<file path="config.mk">
export PLATFORM = sky130hd
export DESIGN_NAME = charlie_frame_scheduler
export DESIGN_NICKNAME = d
export VERILOG_FILES = /design/src/rtl/charlie_frame_scheduler_pkg.sv /design/src/rtl/charlie_slot_timer.sv /design/src/rtl/charlie_frame_scheduler.sv
export SDC_FILE = /design/constraint.sdc
export NUM_CORES = 1
export LEC_CHECK = 0
export BUFFER_PORTS_ARGS = -buffer_cell sky130_fd_sc_hd__buf_2
export CORE_ASPECT_RATIO = 1.1
export CORE_UTILIZATION = 50
export CTS_BUF_LIST = sky130_fd_sc_hd__clkbuf_2 sky130_fd_sc_hd__clkbuf_4 sky130_fd_sc_hd__clkbuf_8
export DETAILED_ROUTE_END_ITERATION = 8
export GPL_ROUTABILITY_DRIVEN = 1
export PLACE_DENSITY = 0.69
export SETUP_SLACK_MARGIN = 0.15
export SYNTH_ARGS = -nofsm -noshare
export SYNTH_HDL_FRONTEND = slang
export SYNTH_SLANG_ARGS = --single-unit
</file>
<file path="constraint.sdc">
create_clock -name clk -period 4.9 [get_ports clk]
set_clock_uncertainty 0.2 [all_clocks]
set_input_delay 0.49 -clock clk [delete_from_list [all_inputs] [get_ports clk]]
set_output_delay 0.49 -clock clk [all_outputs]
set_load 0.01 [all_outputs]
</file>
<file path="src/rtl/charlie_frame_scheduler_pkg.sv">
// Shared definitions for the charlieplexed LED frame scheduler:
// default geometry and the scan FSM state encoding.
package charlie_frame_scheduler_pkg;

  localparam int LED_COUNT_DEF = 64;
  localparam int IDX_W_DEF     = 6;
  localparam int DWELL_W_DEF   = 4;

  typedef enum logic [1:0] {
    ST_IDLE  = 2'd0,
    ST_SCAN  = 2'd1,
    ST_BLANK = 2'd2,
    ST_SWAP  = 2'd3
  } state_t;

endpackage

</file>
<file path="src/rtl/charlie_slot_timer.sv">
// Dwell counter for one LED slot. The limit is taken from dwell_cfg_i on the
// first run cycle of a slot and held for the rest of it.
module charlie_slot_timer
  import charlie_frame_scheduler_pkg::*;
#(
  parameter int DWELL_W = DWELL_W_DEF
) (
  input  logic               clk,
  input  logic               rst,
  input  logic               run_i,
  input  logic [DWELL_W-1:0] dwell_cfg_i,
  output logic               tc_o
);

  logic [DWELL_W-1:0] cnt_q, cnt_d;
  logic [DWELL_W-1:0] limit_q, limit_d;
  logic [DWELL_W-1:0] limit;

  always_comb begin
    // A zero count while running marks the first on-cycle of the slot.
    limit   = (cnt_q == '0) ? dwell_cfg_i : limit_q;
    tc_o    = run_i && (cnt_q == limit);
    limit_d = limit_q;
    cnt_d   = '0;
    if (run_i) begin
      limit_d = limit;
      cnt_d   = tc_o ? '0 : cnt_q + DWELL_W'(1);
    end
  end

  always_ff @(posedge clk or posedge rst) begin
    if (rst) begin
      cnt_q   <= '0;
      limit_q <= '0;
    end else begin
      cnt_q   <= cnt_d;
      limit_q <= limit_d;
    end
  end

endmodule

</file>
<file path="src/rtl/charlie_frame_scheduler.sv">
// Charlieplexed LED frame scanner: walks every LED index with a dwell-length
// on-window plus one blanking cycle, and swaps in the staging frame at frame end.
module charlie_frame_scheduler
  import charlie_frame_scheduler_pkg::*;
#(
  parameter int LED_COUNT = LED_COUNT_DEF,
  parameter int IDX_W     = IDX_W_DEF,
  parameter int DWELL_W   = DWELL_W_DEF
) (
  input  logic                 clk,
  input  logic                 rst,
  input  logic                 enable,
  input  logic                 swap_req,
  input  logic [DWELL_W-1:0]   dwell_cfg,
  input  logic [LED_COUNT-1:0] frame_in,
  output logic [IDX_W-1:0]     charlie_index,
  output logic                 led_on,
  output logic                 frame_start,
  output logic                 swap_ack,
  output logic [7:0]           frame_cnt
);

  localparam logic [IDX_W-1:0] LAST_IDX = IDX_W'(LED_COUNT - 1);

  state_t                 state_q, state_d;
  logic [IDX_W-1:0]       idx_q, idx_d;
  logic [7:0]             frame_cnt_q, frame_cnt_d;
  logic                   pending_q, pending_d;
  logic [LED_COUNT-1:0]   active_q, active_d;
  logic                   led_on_q, led_on_d;
  logic                   frame_start_q, frame_start_d;
  logic                   swap_ack_q, swap_ack_d;
  logic                   slot_tc;

  charlie_slot_timer #(
    .DWELL_W(DWELL_W)
  ) u_slot_timer (
    .clk        (clk),
    .rst        (rst),
    .run_i      (state_q == ST_SCAN),
    .dwell_cfg_i(dwell_cfg),
    .tc_o       (slot_tc)
  );

  always_comb begin
    state_d     = state_q;
    idx_d       = idx_q;
    frame_cnt_d = frame_cnt_q;
    pending_d   = pending_q | swap_req;
    active_d    = active_q;

    case (state_q)
      ST_IDLE: begin
        idx_d   = '0;
        state_d = ST_SCAN;
      end
      ST_SCAN: begin
        if (slot_tc) state_d = ST_BLANK;
      end
      ST_BLANK: begin
        if (idx_q == LAST_IDX) begin
          idx_d       = '0;
          frame_cnt_d = frame_cnt_q + 8'd1;
          state_d     = (pending_q || swap_req) ? ST_SWAP : ST_SCAN;
        end else begin
          idx_d   = idx_q + IDX_W'(1);
          state_d = ST_SCAN;
        end
      end
      ST_SWAP: begin
        // A request landing in this very cycle survives for the next frame end.
        active_d  = frame_in;
        pending_d = swap_req;
        idx_d     = '0;
        state_d   = ST_SCAN;
      end
      default: state_d = ST_IDLE;
    endcase

    // Disable wins everywhere; a SWAP in progress still commits its copy above.
    if (!enable) begin
      state_d     = ST_IDLE;
      idx_d       = '0;
      frame_cnt_d = frame_cnt_q;
    end

    // Outputs are registered from the next state so they line up with it.
    led_on_d      = (state_d == ST_SCAN) && active_d[idx_d];
    frame_start_d = (state_d == ST_SCAN) && (state_q != ST_SCAN) && (idx_d == '0);
    swap_ack_d    = (state_d == ST_SWAP);
  end

  always_ff @(posedge clk or posedge rst) begin
    if (rst) begin
      state_q       <= ST_IDLE;
      idx_q         <= '0;
      frame_cnt_q   <= '0;
      pending_q     <= 1'b0;
      active_q      <= '0;
      led_on_q      <= 1'b0;
      frame_start_q <= 1'b0;
      swap_ack_q    <= 1'b0;
    end else begin
      state_q       <= state_d;
      idx_q         <= idx_d;
      frame_cnt_q   <= frame_cnt_d;
      pending_q     <= pending_d;
      active_q      <= active_d;
      led_on_q      <= led_on_d;
      frame_start_q <= frame_start_d;
      swap_ack_q    <= swap_ack_d;
    end
  end

  assign charlie_index = idx_q;
  assign led_on        = led_on_q;
  assign frame_start   = frame_start_q;
  assign swap_ack      = swap_ack_q;
  assign frame_cnt     = frame_cnt_q;

endmodule

</file>
==> results.ini <==
[worst_setup_path]
crit_family=simple AND/OR/NAND/NOR gates
worstSetupPathType=reg -> reg
r2r.worst_path.cells=9
cp_num_cells=9
crit_fanout=20
required_ns=4.97
crit_slowest_cell=nor2b_1
crit_chain=nor2b_1 -> a21o_1 -> nand3_2 -> inv_2 -> o211ai_1 -> a2111oi_0 -> a21boi_1 -> nor4_1 -> nor4_2
start_kind=flip-flop
r2r_end=led_on
crit_path_max_incr_delay_ns=0.67
r2r_slack_ns=1.25
cp_data_arrival_time_ns=3.72
crit_buf_inv=1
reg2reg_from=state_q[0]
cp-end-kind=flip-flop

[global_routing]
antenna_found_initial=0
grt_max_degree=48
grt_use_met2_pct=35.7
grt-ovfl-total=0
grtUsageMet3_pct=3.42
grt_pass1_vias=3209
grt_util_met1_pct=30.9
grt_pass1_wl_um=16300
top_usage_layer=met2
grt_usage_pct=22.3

[detailed_routing]
vias=3229
wire_per_inst_um=17.2
drc=0
ant_nets=0
post_drt_via_cell_ratio=5.47
drt-total-wl_um=10200
drt_first_pass_iters=4
initialDrtViolationCount=167

[timing]
fin_tns_setup_ns=0
slew_violations=0
maxSlewHeadroom_pct=47.0
worst_pin_slew_ns=0.794
finalCritPeriodShare_pct=74.4
setup_viol=0
min_period_ns=3.65
fin_hold_ws_ns=0.0329
finalHoldViolCount=0
rsz0062_at_grt=false
fmax_mhz=274

[synth]
synth_top_family_by_area=multiplexers
synth_most_common_cell=dfrtp_1
synth.avg_cell_area_sq_um=11.9
async_flop_share_pct=100
ys_top_cells_by_count=92 x dfrtp_1, 53 x mux2_2, 28 x mux2i_1
yosys-mux-area-fraction_pct=21.3
synth.top_cell.area_share_pct=50.2
synth_warnings=0
synth-seq-area-share_pct=50.2
synthXorXnorAreaFrac_pct=2.68
synthAdderAreaFrac_pct=1.09
synth_cell_types=60
ys_top_cells_by_area=dfrtp_1 50%, mux2_2 13%, mux2i_1 6.1%, inv_1 1.9%, xnor2_1 1.7%
synth_edf_count=0
yosys.area.top_type=dfrtp_1
synthCells=386
synth_compound_area_share_pct=8.65
yosys.area_share.simple_pct=11.5
syn-num-nets=462
synth-seq-cells=92
syn_area_sq_um=4580
synth_ff_type=dfrtp_1

[clock_tree]
htreeDepth=3
numCtsBuffers=9
clockBufferDepth=2
tritoncts=yes
post-cts-setup-buffers=0
clockRootBuffer=clkbuf_8
cts_hold_buffers=0
clk_pin_slew_worst_paths_ns=0.09
ctsResizeCount=0
clk_latency_ns=0.37
cts.sinks=92

[layout]
design_area_sq_um=5250
nFillCells=796
multi_input_area_sq_um=2070
n_antenna_cell=0
syn_to_final_growth_pct=14.5
regArea_sq_um=2300
final_layout_size_suffix_gt1_share_pct=37.2
fin_nets=547

[die]
core_sq_um=8870
row_count=36
die_w_um=93.3
fp.dieH_um=102
start_util_pct=51.6
design.portCount=89
die-area_sq_um=9550

[power_and_ir_drop]
p_per_area_nw_per_um2=454
power_uw=2380
p_leak_uw=0.00256
ir_worst_vdd_mv=0.206

[placed_design]
hpwl_um=7530
place.gp.congestion=0.837
numPortBuffers=88
place_area_sq_um=5070

[job]
drv_cap=0

[min_path]
hp-class=in -> async

[outcome]
status=finished, final reports clean

[flip-flops by register name (all words and copies together), names as in the netlist]
| signal | cells |
|---|---|
| active_q | 64 |
| charlie_index | 6 |
| frame_cnt | 8 |
| frame_start | 1 |
| led_on | 1 |
| pending_q | 1 |
| state_q | 2 |
| swap_ack | 1 |
| u_slot_timer.cnt_q | 4 |
| u_slot_timer.limit_q | 4 |
[cells in the final DEF, fill, tap and decap left out, types with 4 or more instances in the layout]
master and count:
buf_2 88, nand4_1 6, nor3_1 11, mux2_2 53, nand2_1 15, xor2_1 5
o21ai_1 5, clkbuf_8 9, dfrtp_1 92, xnor2_1 9, o21ai_0 7, inv_1 22
nand3_1 9, mux2_1 6, nand3b_1 4, a32oi_1 6, nand2b_1 7, a31oi_1 4
nor2_1 17, mux2i_1 28, or3_1 4, a21oi_1 4, ha_1 4
[layer usage]
metal / part of all wire [%] / routed length, um
met4: 1.6 / 162
met3: 5.7 / 575
met2: 47 / 4750
met5: 0 / 0
met1: 46 / 4680
[stage by stage]
step | setup slack (ns) | util (%) | cells
5_1_grt | 0.904 | 59.1 | 590
2_1_floorplan | 1.82 | - | 386
3_5_place_dp | 1.36 | 57.2 | 574
6_report | 1.25 | 59.1 | 590
3_3_place_gp | 1.47 | 57.2 | 574
4_1_cts | 1.30 | 59.1 | 590
[worst max-delay path by stage]
| stage | from | end |
|---|---|---|
| 2_1_floorplan | rst | active_q[0] |
| 3_3_place_gp | state_q[0] | led_on |
| 3_5_place_dp | state_q[0] | led_on |
| 4_1_cts | state_q[0] | led_on |
| 5_1_grt | state_q[0] | led_on |
| 6_report | state_q[0] | led_on |
[kinds of logic (layout without fill, tap and decap cells)]
kind of cell / Yosys count / in the layout
buf+inv: 41 / 131
compound gates: 54 / 54
mux: 89 / 89
simple gates: 92 / 92
xor+xnor: 14 / 14
flops: 92 / 92
fa+ha+maj: 4 / 4
[layout make-up]
class	instances	area share, %
flip-flops and latches	92	43.9
inverters	24	1.74
multi-input cells	253	39.5
well taps	114	2.72
clock buffers	9	2.36
repair buffers	91	8.82
clock inverters	7	0.978
[where the power goes]
group          leakage, uW  switching (uW)  total, uW  internal [uW]
Combinational      0.00136             380        767            387
Sequential         0.00111            87.9       1140           1060
Clock            0.0000856             283        469            186
(Power assumes the default switching activity.)
